==> config.mk <==
export PLATFORM = sky130hd
export DESIGN_NAME = ex_muldiv_flat
export DESIGN_NICKNAME = d
export VERILOG_FILES = /design/src/rtl/ex_muldiv_pkg.sv /design/src/rtl/ex_muldiv_if.sv /design/src/rtl/ex_muldiv_sign.sv /design/src/rtl/ex_muldiv.sv /design/src/flat_wrapper.sv
export SDC_FILE = /design/constraint.sdc
export NUM_CORES = 1
export LEC_CHECK = 0
export BUFFER_PORTS_ARGS = -buffer_cell sky130_fd_sc_hd__buf_2
export CAP_MARGIN = 20
export CORE_UTILIZATION = 50
export DETAILED_ROUTE_END_ITERATION = 10
export MAX_ROUTING_LAYER = met4
export PLACE_DENSITY = 0.71
export SLEW_MARGIN = 10
export SYNTH_ARGS = -nofsm -noshare
export SYNTH_HDL_FRONTEND = slang
export SYNTH_HIERARCHICAL = 1
export SYNTH_SLANG_ARGS = --single-unit
==> constraint.sdc <==
create_clock -name clk -period 5.2 [get_ports clk]
set_input_delay 0.78 -clock clk [delete_from_list [all_inputs] [get_ports clk]]
set_output_delay 0.78 -clock clk [all_outputs]
set_load 0.01 [all_outputs]
==> src/rtl/ex_muldiv_pkg.sv <==
// Shared definitions for the RV32M/RV64M iterative multiply/divide unit:
// instruction field codes, funct3 operation codes, FSM states and helpers.
package ex_muldiv_pkg;

   localparam logic [6:0]  INST_TYPE_R   = 7'b0110011;
   localparam logic [6:0]  FUNCT7_MULDIV = 7'b0000001;
   localparam logic [63:0] ZERO_WORD     = 64'h0;
   localparam logic        HOLD_ENABLE   = 1'b1;
   localparam logic        HOLD_DISABLE  = 1'b0;

   typedef enum logic [2:0] {
      OP_MUL    = 3'b000,
      OP_MULH   = 3'b001,
      OP_MULHSU = 3'b010,
      OP_MULHU  = 3'b011,
      OP_DIV    = 3'b100,
      OP_DIVU   = 3'b101,
      OP_REM    = 3'b110,
      OP_REMU   = 3'b111
   } muldiv_op_e;

   typedef enum logic [1:0] {
      ST_IDLE = 2'd0,
      ST_CALC = 2'd1,
      ST_DONE = 2'd2
   } muldiv_state_e;

   // Decode helper for the execute stage: R-type with the M-extension funct7.
   function automatic logic is_muldiv_inst(input logic [6:0] opcode, input logic [6:0] funct7);
      return (opcode == INST_TYPE_R) && (funct7 == FUNCT7_MULDIV);
   endfunction

   // rs1 is interpreted as signed for MUL, MULH, MULHSU, DIV and REM.
   function automatic logic op1_is_signed(input logic [2:0] op);
      return (op == OP_MUL) || (op == OP_MULH) || (op == OP_MULHSU) ||
             (op == OP_DIV) || (op == OP_REM);
   endfunction

   // rs2 is interpreted as signed for MUL, MULH, DIV and REM (not MULHSU).
   function automatic logic op2_is_signed(input logic [2:0] op);
      return (op == OP_MUL) || (op == OP_MULH) || (op == OP_DIV) || (op == OP_REM);
   endfunction

endpackage

==> src/rtl/ex_muldiv_if.sv <==
// Request/response bundle between the execute stage and the mul/div unit.
interface ex_muldiv_if #(
   parameter int XLEN       = 32,
   parameter int REG_ADDR_W = 5
);
   logic                  start_i;
   logic [2:0]            op_i;
   logic [XLEN-1:0]       op1_i;
   logic [XLEN-1:0]       op2_i;
   logic [REG_ADDR_W-1:0] reg_w_addr_i;
   logic                  flush_i;
   logic                  hold_flag_o;
   logic                  busy_o;
   logic                  valid_o;
   logic [XLEN-1:0]       result_o;
   logic                  reg_w_ena_o;
   logic [REG_ADDR_W-1:0] reg_w_addr_o;

   modport master (
      output start_i, op_i, op1_i, op2_i, reg_w_addr_i, flush_i,
      input  hold_flag_o, busy_o, valid_o, result_o, reg_w_ena_o, reg_w_addr_o
   );

   modport slave (
      input  start_i, op_i, op1_i, op2_i, reg_w_addr_i, flush_i,
      output hold_flag_o, busy_o, valid_o, result_o, reg_w_ena_o, reg_w_addr_o
   );
endinterface

==> src/rtl/ex_muldiv_sign.sv <==
// Sign handling for the mul/div unit: operand magnitudes and sign flags at
// issue time, plus a conditional two's-complement negate for the final value.
module muldiv_sign
   import ex_muldiv_pkg::*;
#(
   parameter int XLEN = 32
) (
   input  logic [2:0]        op_i,
   input  logic [XLEN-1:0]   op1_i,
   input  logic [XLEN-1:0]   op2_i,
   input  logic [2*XLEN-1:0] val_i,
   input  logic              neg_i,
   output logic [XLEN-1:0]   abs1_o,
   output logic [XLEN-1:0]   abs2_o,
   output logic              sign1_o,
   output logic              sign2_o,
   output logic [2*XLEN-1:0] val_o
);

   // Magnitudes of the operands (only negative signed operands are flipped)
   // and the conditional negate used on the finished product/quotient/remainder.
   always_comb begin
      sign1_o = op1_is_signed(op_i) & op1_i[XLEN-1];
      sign2_o = op2_is_signed(op_i) & op2_i[XLEN-1];
      abs1_o  = sign1_o ? (~op1_i + 1'b1) : op1_i;
      abs2_o  = sign2_o ? (~op2_i + 1'b1) : op2_i;
      val_o   = neg_i ? (~val_i + 1'b1) : val_i;
   end

endmodule

==> src/rtl/ex_muldiv.sv <==
// Iterative RV32M/RV64M multiply/divide unit. Shift-add multiply and restoring
// divide on unsigned magnitudes, one bit per cycle, sign fixed up at the end.
// Divide-by-zero and signed overflow are answered directly without iterating.
module ex_muldiv
   import ex_muldiv_pkg::*;
#(
   parameter int XLEN       = 32,
   parameter int REG_ADDR_W = 5
) (
   input  logic     clk,
   input  logic     rst,
   ex_muldiv_if.slave bus
);

   localparam int CNT_W = $clog2(XLEN) + 1;

   muldiv_state_e         state_q, state_d;
   muldiv_op_e            op_q, op_d;
   logic [REG_ADDR_W-1:0] addr_q, addr_d;
   logic [XLEN-1:0]       a_q, a_d;          // multiplicand or divisor magnitude
   logic [2*XLEN-1:0]     acc_q, acc_d;      // {hi, lo} product or {rem, quot}
   logic                  neg_q, neg_d;      // negate the final value
   logic [CNT_W-1:0]      cnt_q, cnt_d;
   logic [XLEN-1:0]       result_q, result_d;

   logic [XLEN-1:0]       abs1, abs2;
   logic                  sign1, sign2;
   logic [2*XLEN-1:0]     fin_val, fin_signed;
   logic [XLEN-1:0]       result_fin;
   logic [XLEN:0]         mul_sum, div_shift, div_trial;
   logic [2*XLEN-1:0]     acc_step;
   logic                  div_by_zero, div_ovf, accept;
   logic [XLEN-1:0]       special_res;

   muldiv_sign #(.XLEN(XLEN)) u_sign (
      .op_i    (bus.op_i),
      .op1_i   (bus.op1_i),
      .op2_i   (bus.op2_i),
      .val_i   (fin_val),
      .neg_i   (neg_q),
      .abs1_o  (abs1),
      .abs2_o  (abs2),
      .sign1_o (sign1),
      .sign2_o (sign2),
      .val_o   (fin_signed)
   );

   // One iteration step and the sign-corrected result of the final step.
   always_comb begin
      mul_sum   = {1'b0, acc_q[2*XLEN-1:XLEN]} + {1'b0, (acc_q[0] ? a_q : {XLEN{1'b0}})};
      div_shift = acc_q[2*XLEN-1:XLEN-1];
      div_trial = div_shift - {1'b0, a_q};
      if (op_q[2]) begin
         // A clear top bit means no borrow, so the trial remainder is kept.
         if (!div_trial[XLEN])
            acc_step = {div_trial[XLEN-1:0], acc_q[XLEN-2:0], 1'b1};
         else
            acc_step = {div_shift[XLEN-1:0], acc_q[XLEN-2:0], 1'b0};
      end else begin
         acc_step = {mul_sum, acc_q[XLEN-1:1]};
      end

      if (op_q[2] && op_q[1])
         fin_val = {{XLEN{1'b0}}, acc_step[2*XLEN-1:XLEN]};
      else if (op_q[2])
         fin_val = {{XLEN{1'b0}}, acc_step[XLEN-1:0]};
      else
         fin_val = acc_step;

      if (op_q[2] || (op_q == OP_MUL))
         result_fin = fin_signed[XLEN-1:0];
      else
         result_fin = fin_signed[2*XLEN-1:XLEN];
   end

   // Issue-time detection of the cases answered without iterating.
   always_comb begin
      accept      = bus.start_i && !bus.flush_i;
      div_by_zero = bus.op_i[2] && (bus.op2_i == {XLEN{1'b0}});
      div_ovf     = bus.op_i[2] && !bus.op_i[0] &&
                    (bus.op1_i == {1'b1, {(XLEN-1){1'b0}}}) &&
                    (bus.op2_i == {XLEN{1'b1}});
      if (div_by_zero)
         special_res = bus.op_i[1] ? bus.op1_i : {XLEN{1'b1}};
      else
         special_res = bus.op_i[1] ? {XLEN{1'b0}} : bus.op1_i;
   end

   // Next-state logic: accept, iterate, present, with flush taking priority.
   always_comb begin
      state_d  = state_q;
      op_d     = op_q;
      addr_d   = addr_q;
      a_d      = a_q;
      acc_d    = acc_q;
      neg_d    = neg_q;
      cnt_d    = cnt_q;
      result_d = result_q;
      unique case (state_q)
         ST_IDLE: begin
            if (accept) begin
               op_d   = muldiv_op_e'(bus.op_i);
               addr_d = bus.reg_w_addr_i;
               a_d    = bus.op_i[2] ? abs2 : abs1;
               acc_d  = {{XLEN{1'b0}}, (bus.op_i[2] ? abs1 : abs2)};
               neg_d  = (bus.op_i[2] && bus.op_i[1]) ? sign1 : (sign1 ^ sign2);
               cnt_d  = '0;
               if (div_by_zero || div_ovf) begin
                  result_d = special_res;
                  state_d  = ST_DONE;
               end else begin
                  state_d  = ST_CALC;
               end
            end
         end
         ST_CALC: begin
            acc_d = acc_step;
            cnt_d = cnt_q + 1'b1;
            if (cnt_q == CNT_W'(XLEN - 1)) begin
               result_d = result_fin;
               state_d  = ST_DONE;
            end
         end
         ST_DONE: state_d = ST_IDLE;
         default: state_d = ST_IDLE;
      endcase
      if (bus.flush_i)
         state_d = ST_IDLE;
   end

   // State and datapath registers.
   always_ff @(posedge clk) begin
      if (rst) begin
         state_q  <= ST_IDLE;
         op_q     <= OP_MUL;
         addr_q   <= '0;
         a_q      <= '0;
         acc_q    <= '0;
         neg_q    <= 1'b0;
         cnt_q    <= '0;
         result_q <= '0;
      end else begin
         state_q  <= state_d;
         op_q     <= op_d;
         addr_q   <= addr_d;
         a_q      <= a_d;
         acc_q    <= acc_d;
         neg_q    <= neg_d;
         cnt_q    <= cnt_d;
         result_q <= result_d;
      end
   end

   // Outputs; a flush in the DONE cycle suppresses the result.
   always_comb begin
      bus.busy_o       = (state_q != ST_IDLE);
      bus.valid_o      = (state_q == ST_DONE) && !bus.flush_i;
      bus.reg_w_ena_o  = bus.valid_o;
      bus.result_o     = bus.valid_o ? result_q : ZERO_WORD[XLEN-1:0];
      bus.reg_w_addr_o = bus.busy_o ? addr_q : {REG_ADDR_W{1'b0}};
      bus.hold_flag_o  = (((state_q == ST_IDLE) && accept) || (state_q == ST_CALC)) ?
                         HOLD_ENABLE : HOLD_DISABLE;
   end

endmodule
==> src/flat_wrapper.sv <==
// flat-port wrapper written by rule: the top's interface ports become plain ports
module ex_muldiv_flat import ex_muldiv_pkg::*;
#(
   parameter int XLEN       = 32,
   parameter int REG_ADDR_W = 5
)
  (clk, rst, bus_start_i, bus_op_i, bus_op1_i, bus_op2_i, bus_reg_w_addr_i, bus_flush_i, bus_hold_flag_o, bus_busy_o, bus_valid_o, bus_result_o, bus_reg_w_ena_o, bus_reg_w_addr_o);
  ex_muldiv_if #(.XLEN(XLEN), .REG_ADDR_W(REG_ADDR_W)) bus_i ();
  input  logic clk;
  input  logic rst;
  input wire logic [$bits(bus_i.start_i)-1:0] bus_start_i;
  input wire logic [$bits(bus_i.op_i)-1:0] bus_op_i;
  input wire logic [$bits(bus_i.op1_i)-1:0] bus_op1_i;
  input wire logic [$bits(bus_i.op2_i)-1:0] bus_op2_i;
  input wire logic [$bits(bus_i.reg_w_addr_i)-1:0] bus_reg_w_addr_i;
  input wire logic [$bits(bus_i.flush_i)-1:0] bus_flush_i;
  output wire logic [$bits(bus_i.hold_flag_o)-1:0] bus_hold_flag_o;
  output wire logic [$bits(bus_i.busy_o)-1:0] bus_busy_o;
  output wire logic [$bits(bus_i.valid_o)-1:0] bus_valid_o;
  output wire logic [$bits(bus_i.result_o)-1:0] bus_result_o;
  output wire logic [$bits(bus_i.reg_w_ena_o)-1:0] bus_reg_w_ena_o;
  output wire logic [$bits(bus_i.reg_w_addr_o)-1:0] bus_reg_w_addr_o;
  assign bus_i.start_i = bus_start_i;
  assign bus_i.op_i = bus_op_i;
  assign bus_i.op1_i = bus_op1_i;
  assign bus_i.op2_i = bus_op2_i;
  assign bus_i.reg_w_addr_i = bus_reg_w_addr_i;
  assign bus_i.flush_i = bus_flush_i;
  assign bus_hold_flag_o = bus_i.hold_flag_o;
  assign bus_busy_o = bus_i.busy_o;
  assign bus_valid_o = bus_i.valid_o;
  assign bus_result_o = bus_i.result_o;
  assign bus_reg_w_ena_o = bus_i.reg_w_ena_o;
  assign bus_reg_w_addr_o = bus_i.reg_w_addr_o;
  ex_muldiv #(.XLEN(XLEN), .REG_ADDR_W(REG_ADDR_W)) u_core (.clk(clk), .rst(rst), .bus(bus_i));
endmodule
==> results of run 1 <==
==> metal layers <==
metal,track usage [%],wire (um)
met5,-,0
met4,19.7,3220
met1,54.1,27200
met2,65.4,29300
met3,7.02,6160
==> logic make-up (layout without fill, tap and decap cells) <==
group                    count (synthesis)  after routing  share of synthesized area, %
AND/OR/NAND/NOR                        814            814                          25.2
AO/OA/AOI/OAI                          620            620                          26.1
buffers and inverters                  200            613                          5.21
XOR/XNOR                               178            178                          10.5
flip-flops                             145            145                          19.0
multiplexers                           121            121                          8.17
adder cells (fa/ha/maj)                 70             70                          5.83
other                                    0              1                             0
==> critical path: stages, from the launching register on <==
cell	delay [ns]
dfxtp_2	0.32
inv_2	0.06
ha_4	0.12
inv_2	0.03
fa_2	0.34
a21o_1	0.21
a221o_1	0.38
a31oi_4	0.24
o211ai_4	0.12
a311o_4	0.39
xor2_4	0.19
buf_6	0.18
o31ai_1	0.29
buf_4	0.20
mux2i_1	0.09
or4_4	0.43
and4b_2	0.32
buf_6	0.13
nand4_1	0.17
buf_6	0.20
o41ai_4	0.30
xnor2_1	0.15
nand2_1	0.09
a21oi_2	0.17
a21oi_2	0.06
a211oi_2	0.25
==> layout make-up <==
| class | instances | share of cell area [%] |
|---|---|---|
| Tap cell | 390 | 2.39 |
| Timing Repair Buffer | 519 | 18.5 |
| Inverter | 63 | 1.16 |
| Multi-Input combinational cell | 1803 | 60.8 |
| Antenna cell | 1 | 0.0123 |
| Clock buffer | 22 | 2.33 |
| Sequential cell | 145 | 14.3 |
| Clock inverter | 9 | 0.528 |
==> synthesized netlist by cell type, types with 18 or more instances <==
master / count
o21ai_0: 75
a211oi_1: 75
nand2b_1: 18
nor2_1: 263
and2_1: 79
clkbuf_1: 108
nor3_1: 37
or4_1: 23
ha_1: 68
and3_1: 18
nor4_1: 28
nand2_1: 239
mux2_2: 28
a21o_1: 31
dfxtp_1: 145
a31oi_1: 19
nand4_1: 19
mux2i_1: 92
inv_1: 62
o31ai_1: 30
xor2_1: 51
nand3_1: 26
xnor2_1: 125
a21oi_1: 239
o22ai_1: 31
==> flip-flops by register name, indices dropped and copies added, names as in the netlist <==
register / flops
u_core/cnt_q: 6
u_core/state_q: 2
u_core/op_q: 3
u_core/result_q: 32
u_core/addr_q: 5
u_core/neg_q: 1
u_core/a_q: 32
u_core/acc_q: 64
==> power by group <==
part,internal [W],leakage (nW),switching (W),total [W]
combinational,0.000735,7.29,0.000990,0.00173
sequential,0.00116,1.18,0.0000380,0.00119
clock,0.000742,0.282,0.000533,0.00128
==> metrics by stage <==
step | setup TNS, ns | instances
6_report | -6.79 | 2952
5_1_grt | -12.76 | 2952
4_1_cts | -8.23 | 2934
3_5_place_dp | -15.01 | 2883
3_3_place_gp | -12.54 | 2883
2_1_floorplan | 0 | 2148
==> how the worst max path moves through the flow <==
stage / startpoint / endpoint / slack (ns) / cells after the start
floorplan: u_core/acc_q[31]$_SDFFE_PP0P_ / u_core/result_q[27]$_SDFFE_PP0P_ / 0.01 / 23
global placement: u_core/acc_q[31]$_SDFFE_PP0P_ / u_core/result_q[16]$_SDFFE_PP0P_ / -0.66 / 26
detailed placement: u_core/acc_q[31]$_SDFFE_PP0P_ / u_core/result_q[16]$_SDFFE_PP0P_ / -0.75 / 26
CTS: u_core/acc_q[31]$_SDFFE_PP0P_ / u_core/result_q[13]$_SDFFE_PP0P_ / -0.36 / 27
global route: u_core/acc_q[31]$_SDFFE_PP0P_ / u_core/result_q[31]$_SDFFE_PP0P_ / -0.51 / 26
finish: u_core/acc_q[31]$_SDFFE_PP0P_ / u_core/result_q[31]$_SDFFE_PP0P_ / -0.34 / 25
==> timing repair <==
item	CTS	global route
buffers inserted	20	18
setup endpoints to repair	32	32
pin swaps	70	63
resized for setup	127	66
==> out/metrics.cfg, run 1 <==
[outcome]
status = finished with violations
violations = setup timing

[finish]
drive_above_1_share_pct = 28.6
multi_input_area_um2 = 12400
fillCellCount = 2606
regArea_um2 = 2910
final_cell_mix = buf_4 (379), nor2_1 (257), nand2_1 (236)
design_area_um2 = 20400
layout_commonest_cell = buf_4
final_util_pct = 68.2
syn_to_final_growth_pct = 33.4
final_nets = 2695

[sta]
timing.slew.headroom_pct = 27.8
finalCritPeriodShare_pct = 107
max_freq_mhz = 180
tightest_slew_ns = 1.08
fin_skew_ns = 0.0117
finalSetupViolations = 32
finalCriticalPeriod_ns = 5.54
postLayoutSetupSlackWorst_ns = -0.341
slew_viol_final = 0
finalHoldViolCount = 0
hold_ws_ns = 0.462
rsz0062_at_grt = yes

[min_path]
hold_start = u_core/addr_q[1]$_SDFFE_PP0P_
holdPathEnd = u_core/addr_q[1]$_SDFFE_PP0P_
hp-class = reg -> reg
holdPathStages = 2

[grt]
grt_start_max_net_pins = 78
grt_use_total_pct = 42.5
grt_pass1_vias = 17292
antenna_found_initial = 1
overflow = 0
grt_pass1_wl_um = 98800

[cts]
cts.reportedPaths.clkPinSlew_ns = 0.07
clk_latency_ns = 0.44
postCtsHoldBufs = 0
root_buffer = clkbuf_16
clockBufferDepth = 2
ctsHtreeMaxLevel = 4
cts_buffers = 17
clock_sink_count = 145
cts_tree = yes

[place]
portBuffers = 116
dp_worst_setup_slack_ns = -0.746
post-dp-hpwl_um = 49900
gp_congestion = 1.10
placed_area_um2 = 18600

[detailed_routing]
drt_iter0_drc = 1959
routed_wirelength_um = 65900
firstDrtPassIters = 6
avgRoutedWirePerCell_um = 22.3
via_count = 18537
antenna_left = 0
routed_via_density = 6.28
post-route-drc-count = 0

[die]
die_w_um = 177
row_count = 63
die-area_um2 = 31200
core_area_um2 = 29900
initial_core_util_pct = 51.1
ioPinCount = 117
die_h_um = 177

[critical_path]
end_kind = flip-flop
worstRegToRegCells = 25
cp_max_fo = 7
worstReg2RegEnd = u_core/result_q[31]$_SDFFE_PP0P_
r2r_start = u_core/acc_q[31]$_SDFFE_PP0P_
worstPathRequired_ns = 5.55
crit_type = reg -> reg
rrSetupSlack_ns = -0.34
crit_arrival_ns = 5.89
cp-start-kind = flip-flop

[synthesis]
syn-instance-count = 2148
synth_top_area_share_pct = 19.0
postSynth.asyncResetShare_pct = 0
synth.ff_latch_count = 145
ys_types = 81
yosysWarnings = 6
yosysSeqAreaShare_pct = 19.0
synthTopCellsByArea = dfxtp_1 (19%), a21oi_1 (7.8%), xnor2_1 (7.2%)
synth_edf_count = 0
synth_ff_type = dfxtp_1
syn_area_um2 = 15300
synth_top_cell_by_area = dfxtp_1
synth_fp_nets = 2294
syn_area_per_cell_um2 = 7.11

[power]
max-vdd-ir-drop_uv = 175
power_w = 0.00419
p_per_area_nw_per_um2 = 206
p_leak_nw = 8.76

[job]
maxCapViolations = 0

Note: power is estimated with default switching activity, not from simulation.
==> run 2, diff against run 1 <==
==> constraint.sdc (replaced) <==
create_clock -name clk -period 5.2 [get_ports clk]
set_input_delay 0.52 -clock clk [delete_from_list [all_inputs] [get_ports clk]]
set_output_delay 0.52 -clock clk [all_outputs]
set_load 0.01 [all_outputs]
==> run 2 against run 1 <==
The run still ends with setup timing left. First-iteration DRC count fell by 0.10%. Critical endpoint is now u_core/result_q[27]$_SDFFE_PP0P_. Die area unchanged. Core utilization increased by 0.69 points. Clock skew rose by 0.0063 ns. Count of clock-buffer cells in the layout is 3 lower.
==> out/metrics.cfg, run 2 (same netlist as run 1, synthesis figures left out) <==
[sta]
slew_viol_final = 0
fin_skew_ns = 0.0179
finalCriticalPeriod_ns = 5.59
postLayoutSetupSlackWorst_ns = -0.387
finalCritPeriodShare_pct = 107
finalSetupViolations = 32
tightest_slew_ns = 1.00
rsz0062_at_grt = yes
hold_ws_ns = 0.309
finalHoldViolCount = 0
max_freq_mhz = 179
timing.slew.headroom_pct = 33.3

[grt]
grt_most_used_layer = met2
antenna_found_initial = 1
grt_start_max_net_pins = 76
grt_pass1_vias = 17342
use_met2_pct = 66.8
grt_use_total_pct = 42.5
grt_pass1_wl_um = 99100
overflow = 0
grt.met1_usage_pct = 54.8
grt_util_met3_pct = 5.67

[critical_path]
rrSetupSlack_ns = -0.39
worstRegToRegCells = 24
end_kind = flip-flop
cp-start-kind = flip-flop
crit_arrival_ns = 5.93
crit_type = reg -> reg
worstPathRequired_ns = 5.54
cp_max_fo = 5
worstReg2RegEnd = u_core/result_q[27]$_SDFFE_PP0P_
r2r_start = u_core/a_q[3]$_SDFFE_PP0P_

[job]
maxCapViolations = 0

[die]
core_area_um2 = 29900
initial_core_util_pct = 51.1
die_w_um = 177
die_h_um = 177
die-area_um2 = 31200
row_count = 63
ioPinCount = 117

[place]
gp_congestion = 1.07
dp_worst_setup_slack_ns = -0.702
post-dp-hpwl_um = 49300
dp.cells = 2883
placed_area_um2 = 18600
portBuffers = 116

[detailed_routing]
routed_via_density = 6.25
post-route-drc-count = 0
drt_iter0_drc = 1957
antenna_left = 0
via_count = 18557
firstDrtPassIters = 6
avgRoutedWirePerCell_um = 22.0
routed_wirelength_um = 65200

[cts]
root_buffer = clkbuf_16
cts.reportedPaths.clkPinSlew_ns = 0.07
cts_tree = yes
clockBufferDepth = 2
ctsHtreeMaxLevel = 4
clock_sink_count = 145
cts_buffers = 17
clk_latency_ns = 0.45
postCtsHoldBufs = 0

[outcome]
violations = setup timing
status = finished with violations

[finish]
final_util_pct = 68.9
final_nets = 2710
drive_above_1_share_pct = 29.7
regMostFlops = u_core/acc_q
layout_commonest_cell = buf_4
syn_to_final_growth_pct = 34.8
largest_reg_flops = 64
regArea_um2 = 2910
fillCellCount = 2592
reg_top3 = u_core/acc_q x64, u_core/a_q x32, u_core/result_q x32
design_area_um2 = 20600
multi_input_area_um2 = 12500
final_cells = 2968
final_cell_mix = buf_4 (392), nor2_1 (259), nand2_1 (232)

[power]
p_leak_nw = 8.83
max-vdd-ir-drop_uv = 182
p_per_area_nw_per_um2 = 206

[min_path]
hp-class = in -> reg
hold_start = bus_reg_w_addr_i[0]
holdPathEnd = u_core/addr_q[0]$_SDFFE_PP0P_
holdPathStages = 3

-- run 2: cell type report --
cell class / instances / area share (%)
repair buffers: 534 / 18.8
clock inverters: 13 / 0.742
well taps: 390 / 2.37
flip-flops and latches: 145 / 14.2
diodes: 1 / 0.0122
clock buffers: 19 / 2.20
inverters: 63 / 1.16
multi-input cells: 1803 / 60.6
-- run 2: worst max path at each step --
stage / start / to / slack (ns) / depth (start not counted)
2_1_floorplan: u_core/acc_q[31]$_SDFFE_PP0P_ / u_core/result_q[27]$_SDFFE_PP0P_ / 0.01 / 23
3_3_place_gp: u_core/a_q[4]$_SDFFE_PP0P_ / u_core/result_q[10]$_SDFFE_PP0P_ / -0.66 / 23
3_5_place_dp: u_core/a_q[4]$_SDFFE_PP0P_ / u_core/result_q[10]$_SDFFE_PP0P_ / -0.70 / 23
4_1_cts: u_core/acc_q[31]$_SDFFE_PP0P_ / u_core/result_q[31]$_SDFFE_PP0P_ / -0.29 / 25
5_1_grt: u_core/a_q[3]$_SDFFE_PP0P_ / u_core/result_q[27]$_SDFFE_PP0P_ / -0.56 / 27
6_report: u_core/a_q[3]$_SDFFE_PP0P_ / u_core/result_q[27]$_SDFFE_PP0P_ / -0.39 / 24
-- run 2: metrics by stage --
step	power (W)	setup TNS [ns]
after floorplan	0.00203	0
after global placement	0.00266	-14.13
after detailed placement	0.00267	-16.29
after CTS	0.00411	-6.63
after global routing	0.00438	-14.08
final	0.00424	-7.23
-- run 2: where the power goes --
part           internal (W)  total (W)  switching [W]
clock network      0.000742    0.00131       0.000573
logic              0.000744    0.00173       0.000987
registers           0.00116    0.00119      0.0000370
-- run 2: metal layers --
metal  part of all wire (%)  wire [um]  vias up
met1                     41      27000     8752
met4                    4.6       3000        0
li1                       -          -     8562
met2                     45      29300     1045
met5                      0          0        -
met3                    9.1       5910      198
-- run 2: worst max-delay path: stages (launching register included) --
cell and delay (ns):
dfxtp_1 0.35, inv_1 0.07, ha_1 0.35, buf_4 0.17, and3_1 0.14, a221o_1 0.40, a31oi_4 0.25, o211ai_2 0.13
a311o_4 0.39, xor2_4 0.18, buf_4 0.16, mux2_4 0.32, nor2_2 0.09, a21oi_1 0.06, or4_4 0.56, and4b_2 0.40
buf_6 0.13, nand4_1 0.17, buf_6 0.21, o31ai_4 0.25, xnor2_1 0.16, nand2_1 0.09, a21oi_2 0.16, a21oi_2 0.05
a211oi_1 0.26
-- run 2: what timing repair did --
action	CTS	global route
gates cloned	1	0
resized for setup	135	82
endpoints found under the setup margin	32	32
setup buffers	36	23
pin swaps	67	62
==> run 3, diff against run 2 <==
ABC_AREA = 1   (was unset)
PLACE_DENSITY = 0.7   (was 0.71)
==> run 3 against run 2 <==
Synthesized cell count is 61% higher. Clock power hardly changed. Combinational power is 6% lower. The run now ends clean. Count of clock-buffer cells in the layout is 1 lower. Power is 1.8% lower. Die area is 21% higher. Critical endpoint is now u_core/result_q[28]$_SDFFE_PP0P_. Final area is 0.17% higher. Setup slack better by 0.54 ns. Critical path type unchanged. Global-route usage is 1.9 points higher.
==> out/metrics.cfg, run 3 <==
[critical_path]
slowest_stage = dfxtp_1
end_kind = flip-flop
cp-start-kind = flip-flop
cp_max_fo = 31
critPathMostFrequentCell = nand2_1
crit_family = simple AND/OR/NAND/NOR gates
worstPathRequired_ns = 5.52
crit_arrival_ns = 5.37
cp_slowest_stage_delay_ns = 0.43
cp_num_buf_inv = 5
crit_type = reg -> reg

[power]
max-vdd-ir-drop_uv = 205
p_per_area_nw_per_um2 = 202
p_leak_nw = 11.3

[detailed_routing]
via_count = 23457
drt_iter0_drc = 3312
antenna_left = 0
routed_wirelength_um = 82600
avgRoutedWirePerCell_um = 20.4
firstDrtPassIters = 6
post-route-drc-count = 0
routed_via_density = 5.79

[cts]
clockBufferDepth = 2
ctsHtreeMaxLevel = 4
postCtsHoldBufs = 0
clk_latency_ns = 0.44
clock_sink_count = 145
cts.reportedPaths.clkPinSlew_ns = 0.07
cts_tree = yes
cts_buffers = 17
root_buffer = clkbuf_16

[finish]
syn_to_final_growth_pct = 10.9
design_area_um2 = 20600
regMostFlops = u_core/acc_q
final_cell_mix = nand2_1 (1167), inv_1 (538), nor2_1 (421)
layout_commonest_cell = nand2_1
drive_above_1_share_pct = 10.3
final_nets = 3714
largest_reg_flops = 64
reg_top3 = u_core/acc_q x64, u_core/a_q x32, u_core/result_q x32

[sta]
fin_skew_ns = 0.0164
timing.slew.headroom_pct = 26.6
finalCritPeriodShare_pct = 97.0
tightest_slew_ns = 1.10
finalCriticalPeriod_ns = 5.05
setup_tns_ns = 0
rsz0062_at_grt = no
finalHoldViolCount = 0
finalSetupViolations = 0
max_freq_mhz = 198
slew_viol_final = 0

[synthesis]
synthTopCellsByCount = nand2_1 (1168), inv_1 (538), nor2_1 (422), nand3_1 (189), o21ai_0 (163)
yosysWarnings = 6
synth-compound-area-share_pct = 15.5
synth_fp_nets = 3613
synthAdderAreaFrac_pct = 4.79
postSynth.asyncResetShare_pct = 0
synth_ff_type = dfxtp_1
muxShareOfSynthArea_pct = 0.754
yosysSeqAreaShare_pct = 15.6
syn_area_per_cell_um2 = 5.36
synth_top_area_share_pct = 23.6
syn-instance-count = 3467
synth_top_cell_by_area = nand2_1
synth_top_family_by_area = simple AND/OR/NAND/NOR gates
synth.ff_latch_count = 145
synth_edf_count = 0
yosysMostFrequentCell = nand2_1
syn_area_um2 = 18600
synth-simple-area-share_pct = 44.4
yosys.area_share.xor_xnor_pct = 4.48
synthTopCellsByArea = nand2_1 (24%), dfxtp_1 (16%), inv_1 (11%)
ys_types = 54

[grt]
grt_use_total_pct = 44.3
grt_pass1_vias = 21746
overflow = 0
antenna_found_initial = 2
grt_start_max_net_pins = 92
grt_pass1_wl_um = 125000

[place]
gp_congestion = 1.10
portBuffers = 116
placed_area_um2 = 20000
post-dp-hpwl_um = 66700

[job]
maxCapViolations = 0

[die]
ioPinCount = 117
die-area_um2 = 38000
die_w_um = 195
core_area_um2 = 36600
row_count = 70
initial_core_util_pct = 50.8
die_h_um = 195

[min_path]
hp-class = in -> reg

[outcome]
status = finished clean

-- run 3: repair_timing --
| action | CTS | global route |
|---|---|---|
| endpoints found under the setup margin | 0 | 7 |
| setup buffers | 0 | 0 |
| resized for setup | 0 | 8 |
-- run 3: per-stage QoR --
| stage | util (%) | hold slack [ns] | power, W | worst slack, ns | cells |
|---|---|---|---|---|---|
| 4_1_cts | 56.2 | 0.349 | 0.00410 | 0.285 | 4048 |
| 2_1_floorplan | - | 0.430 | 0.00222 | 1.52 | 3467 |
| 5_1_grt | 56.3 | 0.378 | 0.00433 | 0.0173 | 4050 |
| 3_5_place_dp | 54.6 | 0.447 | 0.00277 | 0.348 | 4017 |
| 6_report | 56.3 | 0.357 | 0.00416 | 0.154 | 4050 |
| 3_3_place_gp | 54.6 | 0.440 | 0.00276 | 0.242 | 4017 |
-- run 3: area by class of cell --
class	instances	area (um^2)
Timing Repair Buffer	220	1410
Fill cell	3903	16000
Antenna cell	2	5.00
Multi-Input combinational cell	2635	13100
Sequential cell	145	2910
Clock buffer	18	429
Inverter	549	2060
Tap cell	468	586
Clock inverter	13	174
-- run 3: kinds of logic (layout without fill, tap and decap cells) --
kind of cell,count (synthesis),count (layout)
adder cells (fa/ha/maj),70,70
AND/OR/NAND/NOR,1975,1975
flip-flops,145,145
AO/OA/AOI/OAI,481,481
multiplexers,14,14
XOR/XNOR,95,95
buffers and inverters,687,800
other,0,2
-- run 3: layer usage --
layer | vias up | wire [um] | global-route usage, %
met4 | 0 | 5030 | 24.3
met2 | 1462 | 34000 | 64.1
met1 | 10636 | 32800 | 56.5
met5 | - | 0 | -
li1 | 11119 | - | -
met3 | 240 | 10700 | 10.6
-- run 3: power breakdown --
| part | internal [W] | leakage, nW | switching (W) |
|---|---|---|---|
| registers | 0.00116 | 1.18 | 0.0000414 |
| logic | 0.000484 | 9.82 | 0.00113 |
| clock network | 0.000763 | 0.284 | 0.000579 |
| total | 0.00241 | 11.3 | 0.00175 |
-- run 3: final timing paths --
path / slack (ns) / to / startpoint / depth (start not counted)
worst max-delay path: 0.15 / u_core/result_q[28]$_SDFFE_PP0P_ / u_core/acc_q[0]$_SDFFE_PP0P_ / 28
worst min register to register: 0.46 / u_core/addr_q[3]$_SDFFE_PP0P_ / u_core/addr_q[3]$_SDFFE_PP0P_ / 2
worst min-delay path: 0.36 / u_core/addr_q[4]$_SDFFE_PP0P_ / bus_reg_w_addr_i[4] / 3
worst max register to register: 0.15 / u_core/result_q[28]$_SDFFE_PP0P_ / u_core/acc_q[0]$_SDFFE_PP0P_ / 28
-- run 3: worst reg2reg max path: cells and delay by family (launching register included) --
family / cells / cell delay (ns)
flops: 1 / 0.43
simple gates: 15 / 1.70
compound gates: 7 / 1.68
fa+ha+maj: 1 / 0.31
buf+inv: 5 / 0.85
